`config.mk`:
```
export PLATFORM = sky130hd
export DESIGN_NAME = dedup_input_arbiter_flat
export DESIGN_NICKNAME = d
export VERILOG_FILES = /design/src/rtl/dedup_input_arbiter_if.sv /design/src/rtl/dedup_input_arbiter.sv /design/src/flat_wrapper.sv
export SDC_FILE = /design/constraint.sdc
export NUM_CORES = 1
export LEC_CHECK = 0
export ABC_AREA = 1
export CAP_MARGIN = 10
export CORE_MARGIN = 2
export CORE_UTILIZATION = 44
export DETAILED_ROUTE_END_ITERATION = 6
export HOLD_SLACK_MARGIN = 0.12
export PLACE_DENSITY = 0.81
export SYNTH_ARGS = -nofsm -noshare
export SYNTH_HDL_FRONTEND = slang
export SYNTH_SLANG_ARGS = --single-unit
```
`constraint.sdc`:
```
create_clock -name clk_in -period 1.85 [get_ports clk_in]
set_input_delay 0.185 -clock clk_in [delete_from_list [all_inputs] [get_ports clk_in]]
set_output_delay 0.185 -clock clk_in [all_outputs]
set_load 0.05 [all_outputs]
```
`src/rtl/dedup_input_arbiter_if.sv`:
```
// Handshake bundle between N_REQ producers, the arbiter and the duplicate filter's input.
//   req_valid_in  / req_data_in / req_ready_out : per-requester valid/ready channel
//   data_out / data_valid_out / data_ready_in   : single output word towards the filter
// Modport master is the arbiter side; modport slave is the producer/filter side.
interface dedup_input_arbiter_if #(
    parameter int unsigned DATA_W = 8,
    parameter int unsigned N_REQ  = 4
);
    logic [N_REQ-1:0]        req_valid_in;
    logic [N_REQ*DATA_W-1:0] req_data_in;
    logic [N_REQ-1:0]        req_ready_out;
    logic [DATA_W-1:0]       data_out;
    logic                    data_valid_out;
    logic                    data_ready_in;

    modport master (
        input  req_valid_in,
        input  req_data_in,
        input  data_ready_in,
        output req_ready_out,
        output data_out,
        output data_valid_out
    );

    modport slave (
        output req_valid_in,
        output req_data_in,
        output data_ready_in,
        input  req_ready_out,
        input  data_out,
        input  data_valid_out
    );
endinterface

```
`src/rtl/dedup_input_arbiter.sv`:
```
// Round-robin arbiter feeding the duplicate-filter input from N_REQ producers.
// Grants one requester at a time for up to BURST_MAX beats, with a one-entry registered
// output stage that absorbs downstream backpressure.
//   clk_in        : clock, rising edge
//   reset_in      : asynchronous active-low reset
//   bus           : requester and filter handshakes (see dedup_input_arbiter_if)
//   grant_id_out  : index of the current/last granted requester
//   busy_out      : high while a grant is active
module dedup_input_arbiter #(
    parameter int unsigned DATA_W    = 8,
    parameter int unsigned N_REQ     = 4,
    parameter int unsigned BURST_MAX = 4
) (
    input  logic                     clk_in,
    input  logic                     reset_in,
    dedup_input_arbiter_if.master    bus,
    output logic [$clog2(N_REQ)-1:0] grant_id_out,
    output logic                     busy_out
);
    localparam int unsigned GW = $clog2(N_REQ);
    localparam int unsigned BW = $clog2(BURST_MAX + 1);

    typedef enum logic {IDLE, GRANT} state_t;

    state_t            state;
    logic [GW-1:0]     rr_ptr;
    logic [BW-1:0]     beat_cnt;

    logic              slot_free;
    logic              xfer;
    logic              last_beat;
    logic              scan_hit;
    logic [GW-1:0]     scan_id;
    logic [GW-1:0]     next_ptr;
    logic [DATA_W-1:0] grant_word;
    int unsigned       idx;

    // Output register can take a new word when empty or draining this cycle.
    assign slot_free  = !bus.data_valid_out || bus.data_ready_in;
    assign grant_word = bus.req_data_in[32'(grant_id_out) * DATA_W +: DATA_W];
    assign xfer       = (state == GRANT) && slot_free && bus.req_valid_in[grant_id_out];
    assign last_beat  = (beat_cnt == BW'(BURST_MAX - 1));
    // Explicit wrap so non-power-of-2 N_REQ never yields an out-of-range index.
    assign next_ptr   = (grant_id_out == GW'(N_REQ - 1)) ? '0 : grant_id_out + GW'(1);

    // First valid requester scanning rr_ptr, rr_ptr+1, ... modulo N_REQ.
    always_comb begin
        scan_hit = 1'b0;
        scan_id  = rr_ptr;
        idx      = 0;
        for (int unsigned k = 0; k < N_REQ; k++) begin
            idx = 32'(rr_ptr) + k;
            if (idx >= N_REQ) begin
                idx = idx - N_REQ;
            end
            if (!scan_hit && bus.req_valid_in[idx]) begin
                scan_hit = 1'b1;
                scan_id  = GW'(idx);
            end
        end
    end

    // Only the granted requester ever sees ready.
    always_comb begin
        bus.req_ready_out = '0;
        if ((state == GRANT) && slot_free) begin
            bus.req_ready_out[grant_id_out] = 1'b1;
        end
    end

    // Grant FSM plus output stage.
    always_ff @(posedge clk_in or negedge reset_in) begin
        if (!reset_in) begin
            state              <= IDLE;
            rr_ptr             <= '0;
            beat_cnt           <= '0;
            grant_id_out       <= '0;
            busy_out           <= 1'b0;
            bus.data_out       <= '0;
            bus.data_valid_out <= 1'b0;
        end else begin
            // Output stage runs independently of the FSM so a held word survives release.
            if (xfer) begin
                bus.data_out       <= grant_word;
                bus.data_valid_out <= 1'b1;
            end else if (bus.data_valid_out && bus.data_ready_in) begin
                bus.data_valid_out <= 1'b0;
            end

            case (state)
                IDLE: begin
                    if (scan_hit) begin
                        grant_id_out <= scan_id;
                        beat_cnt     <= '0;
                        busy_out     <= 1'b1;
                        state        <= GRANT;
                    end
                end
                GRANT: begin
                    if (xfer) begin
                        beat_cnt <= beat_cnt + BW'(1);
                    end
                    if ((xfer && last_beat) || !bus.req_valid_in[grant_id_out]) begin
                        rr_ptr   <= next_ptr;
                        busy_out <= 1'b0;
                        state    <= IDLE;
                    end
                end
                default: begin
                    busy_out <= 1'b0;
                    state    <= IDLE;
                end
            endcase
        end
    end
endmodule

```
`src/flat_wrapper.sv`:
```
// flat-port wrapper written by rule: the top's interface ports become plain ports
module dedup_input_arbiter_flat 
#(
    parameter int unsigned DATA_W    = 8,
    parameter int unsigned N_REQ     = 4,
    parameter int unsigned BURST_MAX = 4
)
  (clk_in, reset_in, grant_id_out, busy_out, bus_req_valid_in, bus_req_data_in, bus_data_ready_in, bus_req_ready_out, bus_data_out, bus_data_valid_out);
  dedup_input_arbiter_if #(.DATA_W(DATA_W), .N_REQ(N_REQ)) bus_i ();
  input  logic clk_in;
  input  logic reset_in;
  output logic [$clog2(N_REQ)-1:0] grant_id_out;
  output logic busy_out;
  input wire logic [$bits(bus_i.req_valid_in)-1:0] bus_req_valid_in;
  input wire logic [$bits(bus_i.req_data_in)-1:0] bus_req_data_in;
  input wire logic [$bits(bus_i.data_ready_in)-1:0] bus_data_ready_in;
  output wire logic [$bits(bus_i.req_ready_out)-1:0] bus_req_ready_out;
  output wire logic [$bits(bus_i.data_out)-1:0] bus_data_out;
  output wire logic [$bits(bus_i.data_valid_out)-1:0] bus_data_valid_out;
  assign bus_i.req_valid_in = bus_req_valid_in;
  assign bus_i.req_data_in = bus_req_data_in;
  assign bus_i.data_ready_in = bus_data_ready_in;
  assign bus_req_ready_out = bus_i.req_ready_out;
  assign bus_data_out = bus_i.data_out;
  assign bus_data_valid_out = bus_i.data_valid_out;
  dedup_input_arbiter #(.DATA_W(DATA_W), .N_REQ(N_REQ), .BURST_MAX(BURST_MAX)) u_core (.clk_in(clk_in), .reset_in(reset_in), .bus(bus_i), .grant_id_out(grant_id_out), .busy_out(busy_out));
endmodule
```
* Word level (Yosys, flattened, before mapping)
Cells that the tools add are included.
** Cells by class
- Shift operators :: 1
- $add $sub $neg :: 9
- Reductions and logical operators :: 20
- Bitwise gates (word level) :: 1
- $lt $le $gt $ge :: 10
- Multiplexer cells :: 37
- Equality and inequality tests :: 5
** Operator list (count)
- < comparator 32 x 3 -> 1 bit, second input constant :: 4
- 2-to-1 mux 32 bit :: 4
- greater-or-equal comparator 32 x 3 -> 1 bit, second input constant :: 3
- subtractor 32 x 3 -> 32 bit, second input constant :: 3
- indexed part select 32 x 6 -> 8 bit :: 1
- 2-to-1 mux 1 bit :: 16
- binary-select mux 1 bit (select 2 bit) :: 5
- 2-to-1 mux 2 bit :: 5
- logical AND 1 bit :: 8
- AND reduction 2 bit :: 4
- adder 2 x 2 -> 3 bit, second input constant :: 2
- 2-to-1 mux 3 bit :: 2
- one-hot mux 3 bit (2 select lines) :: 1
- logical NOT 1 bit :: 5
- 2-to-1 mux 4 bit :: 1
- != test 2 bit, second input constant :: 2
- one-hot mux 1 bit (2 select lines) :: 2
- subtractor 2 x 3 -> 4 bit, second input constant :: 1
- adder 2 x 1 -> 3 bit, second input constant :: 1
- adder 3 x 1 -> 3 bit, second input constant :: 1
- equality test 3 x 2 -> 1 bit, second input constant :: 1
- greater-or-equal comparator 2 x 3 -> 1 bit, second input constant :: 1
- < comparator 2 x 3 -> 1 bit, second input constant :: 1
- adder 2 x 1 -> 2 bit, second input constant :: 1
- other kinds (7) :: 8
** Storage, ports and cells
- Logic and storage cells :: 90
- Input bits :: 39
- Flip-flop bits (word level) :: 18
- Output and inout bits :: 16

* Logic depth before layout (Yosys ltp)
Gate-level depths: netlist (run 1).
- Depth after elaboration :: 16
- Gate-level depth with buffers :: 13
- Depth with buffers taken out :: 12

* Worst setup path after synthesis (run 1)
No wires, ideal clock.
- Path type :: register to output
- From :: register u_core.grant_id_out[0]
- To :: output port bus_req_ready_out[2]
- Cell stages (with the launch flop) :: 7
- Arrival time :: 2.019 ns
- Slack :: -0.354 ns
- Buffers on the path :: 2
- Cells stage by stage :: dfrtp_1 inv_1 clkbuf_1 buf_2 ha_1 inv_1 nor2_1
** On the way
- Longest elaborated chain between the ends :: 5
- Elaborated cells on any way between the ends :: 6
** Ends and longest elaborated chain
- from (decl) :: RTL line dedup_input_arbiter.sv:17 : output logic [$clog2(N_REQ)-1:0] grant_id_out,
- from (signal assigned) :: RTL line dedup_input_arbiter.sv:93 : grant_id_out <= scan_id;
- < comparator 2 x 3 -> 1 bit (implied by the code) or greater-or-equal comparator 2 x 1 -> 1 bit (tied branches) :: RTL line dedup_input_arbiter.sv:67 : bus.req_ready_out[grant_id_out] = 1'b1;
- logical AND 1 bit (implied by the code) :: RTL line dedup_input_arbiter.sv:67
- 2-to-1 mux 1 bit (implied by the code) :: RTL line dedup_input_arbiter.sv:67
- demux 1 bit (select 2 bit) (*)
- 2-to-1 mux 4 bit (*) :: RTL line dedup_input_arbiter.sv:66 : if ((state == GRANT) && slot_free) begin
- to (decl) :: RTL line flat_wrapper.sv:17 : output wire logic [$bits(bus_i.req_ready_out)-1:0] bus_req_ready_out;
Mark *: on every way between the ends. The rest lies on a longest branch, timed or not.

* Worst setup path in the final report (run 1)
Same ends and word-level chain as after synthesis.

==> impl_results.rst, run 1 <==
.. list-table::
   :header-rows: 1

   * - Metric
     - Value
   * - Initial core utilization
     - between 40% and 50%
   * - Clk pin slew, worst setup/hold paths
     - 100 ps
   * - Total DRC errors in the routed layout
     - 0
   * - Overall via count from detail_route
     - ~1500
   * - Layout cell share with drive strength beyond 1
     - between 10% and 20%
   * - Finished Cell Area
     - 2090 µm²
   * - Result of the run
     - complete, no violations
   * - Diodes inserted
     - 0
   * - Clock sink count
     - 18
   * - TritonCTS Buffers
     - 3
   * - Area share of the largest cell type after synthesis
     - approximately a third
   * - Root buffer cell
     - clkbuf_4
   * - End-of-flow core utilization
     - 68.4%
   * - Maximum fanout encountered on the critical timing path
     - 13
   * - Overall die width
     - 60.5 µm
   * - Post-synthesis cell type count
     - 21
   * - Unrepaired setup endpoints after global routing
     - false
   * - CTS tree
     - yes
   * - Standard cell core area
     - approximately 3000 µm²
   * - Core Rows
     - 20
   * - Final wirelength
     - approximately 3500 µm
   * - Buffers inserted during post-CTS setup optimization
     - 0
   * - Pre-CTS WS
     - 144 ps
   * - Placer congestion estimate
     - 0.816
   * - Final critical path time including I/O delays and setup
     - around 1700 ps
   * - Setup violations, final
     - 0
   * - Final period util
     - between 90% and 100%
   * - Type of the worst setup path
     - flop to output port
   * - Final Hold Vio Count
     - 0
   * - Top library cells by usage in the layout, fill and taps aside
     - nand2_1, clkdlybuf4s50_1, o21ai_0
   * - Maximum number of pins on one net before global-route repair
     - 23
   * - Number of global-route vias before repair
     - 1380
   * - Cell family contributing the most delay on the critical path
     - buffers and inverters
   * - Pwr dens
     - roughly 1800 nW/µm²
   * - Warning count from the yosys run
     - 0
   * - Worst hold slack
     - 199 ps
   * - Summed instance area of the synthesized netlist
     - about 1400 µm²
   * - Launching element type of the critical path
     - flop
   * - Global-route wire length before repair
     - about 6000 µm
   * - Syn avg cell area
     - roughly 6.4 µm²
   * - Overall power after layout
     - 3.76 mW
   * - Total Nets Final
     - roughly 320
   * - Port bufs
     - 54
   * - Dominant cell type by area after synthesis
     - dfrtp_1
   * - Number of detailed-routing iterations run before antenna repair
     - 4
   * - Worst Setup End Kind
     - output port
   * - Grt ovf
     - 0
   * - Nets in the synthesized netlist
     - 266
   * - Clock network latency to the later pin of the worst-skew pair
     - 300 ps
   * - Max Cap Violations
     - 0
   * - Synth-to-layout area growth
     - 48.5%
   * - HPWL Detailed
     - 2750 µm
   * - Largest stage delay on the critical path
     - ~400 ps
   * - Biggest area contributors in the synthesized netlist
     - dfrtp_1, nand2_1, o21ai_0
   * - I/O pin cnt
     - between 50 and 60
   * - Max H-tree Level
     - 1
   * - Headroom to the max-slew limit
     - roughly 65%
   * - Post-Syn Instances
     - about 220
   * - Buffers plus inverters on the worst setup path
     - 4
   * - First-iteration detailed-routing DRC count
     - 97
   * - Final number of max-transition violations
     - 0
   * - LEAKAGE
     - approximately 1.0 nW
   * - Cell total after placement
     - about 320
   * - Sum Neg Setup Slack
     - 0 ps
   * - Total Die Area
     - between 3000 and 4000 µm²
   * - Vertical die dimension
     - roughly 60 µm
   * - Longest Clk Path Bufs
     - 2
   * - Critical-path top delay cell
     - dfrtp_1
   * - Required time of the critical path
     - 1660 ps
   * - Hold Crit Class
     - primary input to async pin
   * - Non-filler instance count after layout
     - 320
   * - Cell area after placement
     - slightly above 2000 µm²
   * - Slew of the pin with the lowest slew margin
     - 521 ps
   * - Final critical-path setup slack
     - ~140 ps
   * - Most frequent standard cell in the layout excluding fill and tap cells
     - nand2_1
   * - Series of cell instances along the critical path
     - inv_2, buf_4, ha_1, inv_1, nor2_4, buf_12
   * - Detail-routed via count per cell
     - approximately 4.8
   * - Remaining antenna violation count
     - 0
   * - Routed length per instance
     - approximately 11 µm
   * - Peak supply drop
     - 1.08 mV
   * - Arrival time of data at the critical path endpoint
     - roughly 1500 ps
   * - Highest attainable clock frequency
     - approximately 0.59 GHz
   * - Final worst clock skew
     - about 5.3 ps
   * - Initial antenna violation count
     - 0
   * - Number of register bits inferred by synthesis
     - 18
   * - All-layer global routing usage
     - between 20% and 30%
   * - Sequential cell area fraction in the yosys report
     - 32.1%
## sequential cells by signal, summed over array words and instances, names as in the netlist
signal	flops
u_core.state	1
u_core.bus.data_valid_out	1
u_core.beat_cnt	3
u_core.rr_ptr	2
u_core.grant_id_out	2
u_core.busy_out	1
u_core.bus.data_out	8
## layer usage
layer | routed length, µm | part of all wire, % | vias up | track usage [%]
met3 | 262 | 7.6 | 3 | 7.46
met4 | 14 | 0.41 | 0 | 2.80
met1 | 1450 | 42 | 658 | 27.0
met5 | 0 | 0 | - | 0
met2 | 1730 | 50 | 47 | 36.8
li1 | - | - | 814 | -
## cell type report
type	instances	area, µm²
fill	295	966
multi-input combinational	172	840
timing repair buffer	60	633
sequential	18	450
inverter	23	86.3
tap	44	55.1
clock buffer	3	22.5
## path summary, 6_finish.rpt
path	endpoint	cells after the start	start	slack, ps
max	bus_req_ready_out[2]	6	u_core.grant_id_out[0]	140
max in group asynchronous	u_core.bus.data_out[3]	2	reset_in	1460
min	u_core.bus.data_out[4]	2	reset_in	200
max reg2reg	u_core.grant_id_out[1]	11	u_core.rr_ptr[1]	310
min reg2reg	u_core.bus.data_out[0]	2	u_core.bus.data_out[0]	480
min in group clk_in	u_core.bus.data_out[0]	2	u_core.bus.data_out[0]	480
## synthesized netlist by cell type (all sizes together)
cell / n
o21ai: 23
nand3: 16
inv: 21
clkinv: 2
dfrtp: 18
buf: 5
clkbuf: 3
a21boi: 1
nor2: 24
nand4: 1
ha: 6
nand2: 91
o22ai: 8
a21oi: 2
## repair_timing
| item | CTS | global route |
|---|---|---|
| hold buffers | 0 | 0 |
| gates resized for setup | 0 | 4 |
| endpoints found under the setup margin | 0 | 3 |
## logic make-up (layout without fill, tap and decap cells)
group | Yosys count | in the layout | synth area share [%]
simple gates | 132 | 132 | 39.7
compound gates | 34 | 34 | 13.3
buf+inv | 31 | 86 | 9.62
flops | 18 | 18 | 32.1
fa+ha+maj | 6 | 6 | 5.34
## power breakdown
part | internal, mW | leakage (nW) | switching (mW)
registers | 0.585 | 0.223 | 0.122
clock network | 0.0760 | 0.0138 | 0.121
logic | 1.02 | 0.794 | 1.83
total | 1.68 | 1.03 | 2.08
Note: power is estimated with default switching activity, not from simulation.
==> inputs of run 2 (changes only) <==
RECOVER_POWER = 100   (was default)
==> run 2 against run 1 <==
  * Clock skew about the same
  * Via count about the same
  * Core utilization down 0.98 points
  * Largest cell class unchanged
  * Clock power about the same
  * Sequential share of layout area up 0.32 points
  * Critical path depth unchanged
  * Critical path type unchanged
  * Sequential cell count unchanged
  * Design area down 1.4%
  * Routed wire length up 1.2%
  * Power down 3.1%
  * Worst setup slack worse by 29 ps
  * Die area unchanged
==> impl_results.rst, run 2 (synthesized netlist as in run 1, its figures left out) <==
.. list-table::
   :header-rows: 1

   * - Metric
     - Value
   * - Result of the run
     - complete, no violations
   * - Final Hold Vio Count
     - 0
   * - Required time of the critical path
     - 1660 ps
   * - Diodes inserted
     - 0
   * - Top library cells by usage in the layout, fill and taps aside
     - nand2_1, clkdlybuf4s50_1, o21ai_0
   * - Number of detailed-routing iterations run before antenna repair
     - 4
   * - Global-route wire length before repair
     - 5890 µm
   * - TritonCTS Buffers
     - 3
   * - Synth-to-layout area growth
     - 46.4%
   * - Biggest regs
     - u_core.bus.data_out x8, u_core.beat_cnt x3
   * - Pwr dens
     - between 1500 and 2000 nW/µm²
   * - First-iteration detailed-routing DRC count
     - 73
   * - Setup violations, final
     - 0
   * - End-of-flow core utilization
     - approximately two thirds
   * - Arrival time of data at the critical path endpoint
     - about 1600 ps
   * - Overall via count from detail_route
     - between 1500 and 2000
   * - Final critical path time including I/O delays and setup
     - roughly 1700 ps
   * - Number of global-route vias before repair
     - 1380
   * - Cell family contributing the most delay on the critical path
     - buffers and inverters
   * - CTS tree
     - yes
   * - All-layer global routing usage
     - 21.5%
   * - Buffers inserted during post-CTS setup optimization
     - 0
   * - Initial antenna violation count
     - 0
   * - Port bufs
     - 54
   * - Longest Clk Path Bufs
     - 2
   * - Maximum number of pins on one net before global-route repair
     - 23
   * - Final wirelength
     - around 3500 µm
   * - Worst Setup End Kind
     - output port
   * - Max Cap Violations
     - 0
   * - Layout cell share with drive strength beyond 1
     - between 10 and 15%
   * - Routed length per instance
     - 10.9 µm
   * - Highest attainable clock frequency
     - between 0.5 and 0.6 GHz
   * - Total Nets Final
     - around 320
   * - Vertical die dimension
     - 60.5 µm
   * - Grt ovf
     - 0
   * - Hold Crit Class
     - flop to flop
   * - Total Die Area
     - between 3000 and 4000 µm²
   * - Final period util
     - between 90 and 100%
   * - Clock network latency to the later pin of the worst-skew pair
     - 300 ps
   * - Type of the worst setup path
     - flop to output port
   * - I/O pin cnt
     - between 50 and 60
   * - Slew of the pin with the lowest slew margin
     - 962 ps
   * - Peak supply drop
     - approximately 1 mV
   * - Placer congestion estimate
     - 0.816
   * - Buffers plus inverters on the worst setup path
     - 4
   * - Clk pin slew, worst setup/hold paths
     - around 90 ps
   * - Non-filler instance count after layout
     - 320
   * - Root buffer cell
     - clkbuf_4
   * - Remaining antenna violation count
     - 0
   * - Cell total after placement
     - approximately 320
   * - Max H-tree Level
     - 1
   * - Headroom to the max-slew limit
     - 35.9%
   * - Hold Path Origin
     - u_core.bus.data_out[0]
   * - Unrepaired setup endpoints after global routing
     - false
   * - Core Rows
     - 20
   * - Standard cell core area
     - 3050 µm²
   * - Largest stage delay on the critical path
     - about 400 ps
   * - Clock sink count
     - 18
   * - Critical-path top delay cell
     - dfrtp_1
   * - Largest register by flop count
     - u_core.bus.data_out
   * - LEAKAGE
     - between 1 and 1.5 nW
   * - Most frequent standard cell in the layout excluding fill and tap cells
     - nand2_1
   * - Overall die width
     - slightly above 60 µm
   * - Launching element type of the critical path
     - flop
   * - Worst r2r src
     - u_core.rr_ptr[1]
   * - Total DRC errors in the routed layout
     - 0
   * - HPWL Detailed
     - roughly 2700 µm
   * - Initial core utilization
     - between 40 and 50%
   * - Final number of max-transition violations
     - 0
   * - Start point of the critical path
     - u_core.grant_id_out[0]
   * - Detail-routed via count per cell
     - between 4 and 5
   * - Max FFs per register
     - 8
   * - Maximum fanout encountered on the critical timing path
     - 13
   * - Final worst clock skew
     - a little under 5 ps
   * - Series of cell instances along the critical path
     - inv_2, clkbuf_4, ha_1, inv_1, nor2_4, buf_12
## run 2: layout make-up
class | count | area [µm²]
clock buffers | 3 | 22.5
fillers | 301 | 996
inverters | 23 | 86.3
multi-input cells | 172 | 832
flip-flops and latches | 18 | 450
well taps | 44 | 55.1
repair buffers | 60 | 611
## run 2: through the flow
stage               hold WS [ps]  cell area (µm²)  power (mW)  setup slack [ps]  TNS [ps]
floorplan                   -111             1420        2.73             -34.2     -68.3
global placement             462             2060        3.53               177         0
detailed placement           465             2060        3.58               144         0
CTS                          195             2080        3.79              32.7         0
global route                 503             2060        4.00              22.6         0
finish                       478             2060        3.64               113         0
## run 2: timing repair
item	4_1_cts	5_1_grt
hold buffers	0	0
endpoints found under the setup margin	0	3
resized for setup	0	4
## run 2: power by group
part           internal, mW  total, mW  switching [mW]
Sequential            0.585      0.702           0.117
Combinational         0.924       2.74            1.82
Clock                0.0760      0.196           0.120
## run 2: per-layer routing
metal | up-vias | track usage [%] | share of wire (%) | wire, µm
li1 | 810 | - | - | -
met1 | 659 | 27.0 | 41 | 1450
met2 | 49 | 36.8 | 50 | 1750
met3 | 3 | 7.46 | 8.0 | 280
met4 | 0 | 2.80 | 0.40 | 14
met5 | - | 0 | 0 | 0
## run 2: final timing paths
kind	to	slack, ps	cells past startpoint
max	bus_req_ready_out[2]	110	6
min	u_core.bus.data_out[0]	480	2
max reg2reg	u_core.grant_id_out[1]	200	11
min reg2reg	u_core.bus.data_out[0]	480	2
max in group asynchronous	u_core.beat_cnt[1]	720	2
min in group asynchronous	u_core.bus.data_out[1]	540	2
## run 2: worst register-to-register path: stages (launching register included)
cell	delay, ps
dfrtp_1	480
inv_1	180
nand2_1	110
nand2_2	80
nand2_1	80
nand2_2	90
nor2_4	120
nand3_1	120
nand2_4	140
nor2_1	50
nand2_1	60
nand2_1	40
==> RTL change: new RTL, flow settings as in run 2 <==
Reset style: synchronous (`reset_in`), changed in one clocked block. Comments in the files are not updated.
--- a/src/rtl/dedup_input_arbiter.sv
+++ b/src/rtl/dedup_input_arbiter.sv
@@ -70,5 +70,5 @@
 
     // Grant FSM plus output stage.
-    always_ff @(posedge clk_in or negedge reset_in) begin
+    always_ff @(posedge clk_in) begin
         if (!reset_in) begin
             state              <= IDLE;
Function: differs if reset_in is asserted again (counterexample within 4 cycles, from zero or initial values and one cycle with reset_in low); with reset_in held inactive, the same outputs for 10 cycles.
==> RTL change against run 2 <==
  * Power down 24%
  * Setup slack gained 0.0057 ns
  * Cell area decreased by 4.7%
  * Sequential power is 9.3% lower
  * Core utilization fell by 1.5 points
  * Sequential cell count did not move
  * Wire length is 1.0% higher
  * Area after synthesis down 3.8%
  * Critical endpoint is now u_core.grant_id_out[1]
==> RTL change: results (changes against run 2) <==
Status
  • Status: finished, final reports clean (unchanged)

Finish
  • FF+latch area: 363 sq um (was 450 sq um)
  • Fillers: 265 (was 301)
  • Fin nets: 305 (was 323)
  • Seq/total area: 18.5% (was 21.9%)
  • Layout cells sized above 1: 17.8% (was 10.1%)
  • #MultiIn Comb: 159 (was 172)

Routing
  • Post-DR vias/cell: 5.15 (was 4.75)
  • Met2 WL: 1830 microns (was 1750 microns)
  • Initial DRC Count: 44 (was 73)
  • Post-Route WL: 3530 microns (was 3490 microns)
  • Metal3 WL: 282 microns (was 280 microns)

Hold path
  • Hold Path Sink: u_core.busy_out (was u_core.bus.data_out[0])
  • Hold path start: u_core.busy_out (was u_core.bus.data_out[0])

GRT
  • Vias in the first global route: 1489 (was 1380)
  • First-pass GRT wire length: 6180 microns (was 5890 microns)
  • Largest net degree at the start of global routing: 17 (was 23)
  • GRT Total Usage: 22.5% (was 21.5%)
  • Met3 GRT Util: 7.64% (was 7.46%)

Yosys
  • Post-Synth Adder-Cell Area: 5.56% (was 5.34%)
  • Compound-cell area share of the yosys netlist: 20.7% (was 13.3%)
  • Sequential fraction of the synthesis area: 26.7% (was 32.1%)
  • Post-synth ARST share: 0% (was 100%)
  • Netlist cell types: 28 (was 21)
  • Syn Nets: 249 (was 266)

Critical path
  • Reg2Reg Setup Slack: 0.12 ns (was 0.20 ns)
  • Crit path arrival time: 1.90 ns (was 1.55 ns)

Place
  • Placed cell area: 1970 sq um (was 2060 sq um)
  • DP Worst Slack: 0.132 ns (was 0.144 ns)
  • Placed Cells: 288 (was 317)

Power and ir drop
  • Leakage: 0.861 nW (was 1.03 nW)
  • Gate power share: 70.0% (was 75.4%)
  • Clock network power share: 7.0% (was 5.4%)
  • VDD IR max: 0.843 mV (was 1.02 mV)
  • Sw power: 1.50 mW (was 2.06 mW)

Timing
  • Clock skew: 0.00176 ns (was 0.00484 ns)
## RTL change: cell types whose count changed after synthesis, moves of 4 or more
cell	run 2	this run
nand2_1	84	51
dfxtp_1	0	18
dfrtp_1	18	0
nand3_1	15	8
a21oi_2	0	4
nand2_2	5	11
a21oi_1	2	12
inv_1	19	15
## RTL change: kinds of logic after synthesis
family | after synthesis
AO/OA/AOI/OAI | 48
adder cells (fa/ha/maj) | 6
buffers and inverters | 27
flip-flops | 18
AND/OR/NAND/NOR | 105
## RTL change: timing repair
action	CTS	global route
hold buffers	0	0
endpoints found under the setup margin	0	3
resized for setup	0	1
## RTL change: critical path, cell delays in order (launching register included)
cell and delay, ns:
dfxtp_1 0.58, inv_6 0.09, nand2_2 0.08, nand2_2 0.06, nand2_1 0.10, nand2_4 0.07, nor2_8 0.13, nand3_2 0.09
nand2_2 0.20, nor2_1 0.06, nand2_1 0.09, a21oi_2 0.05
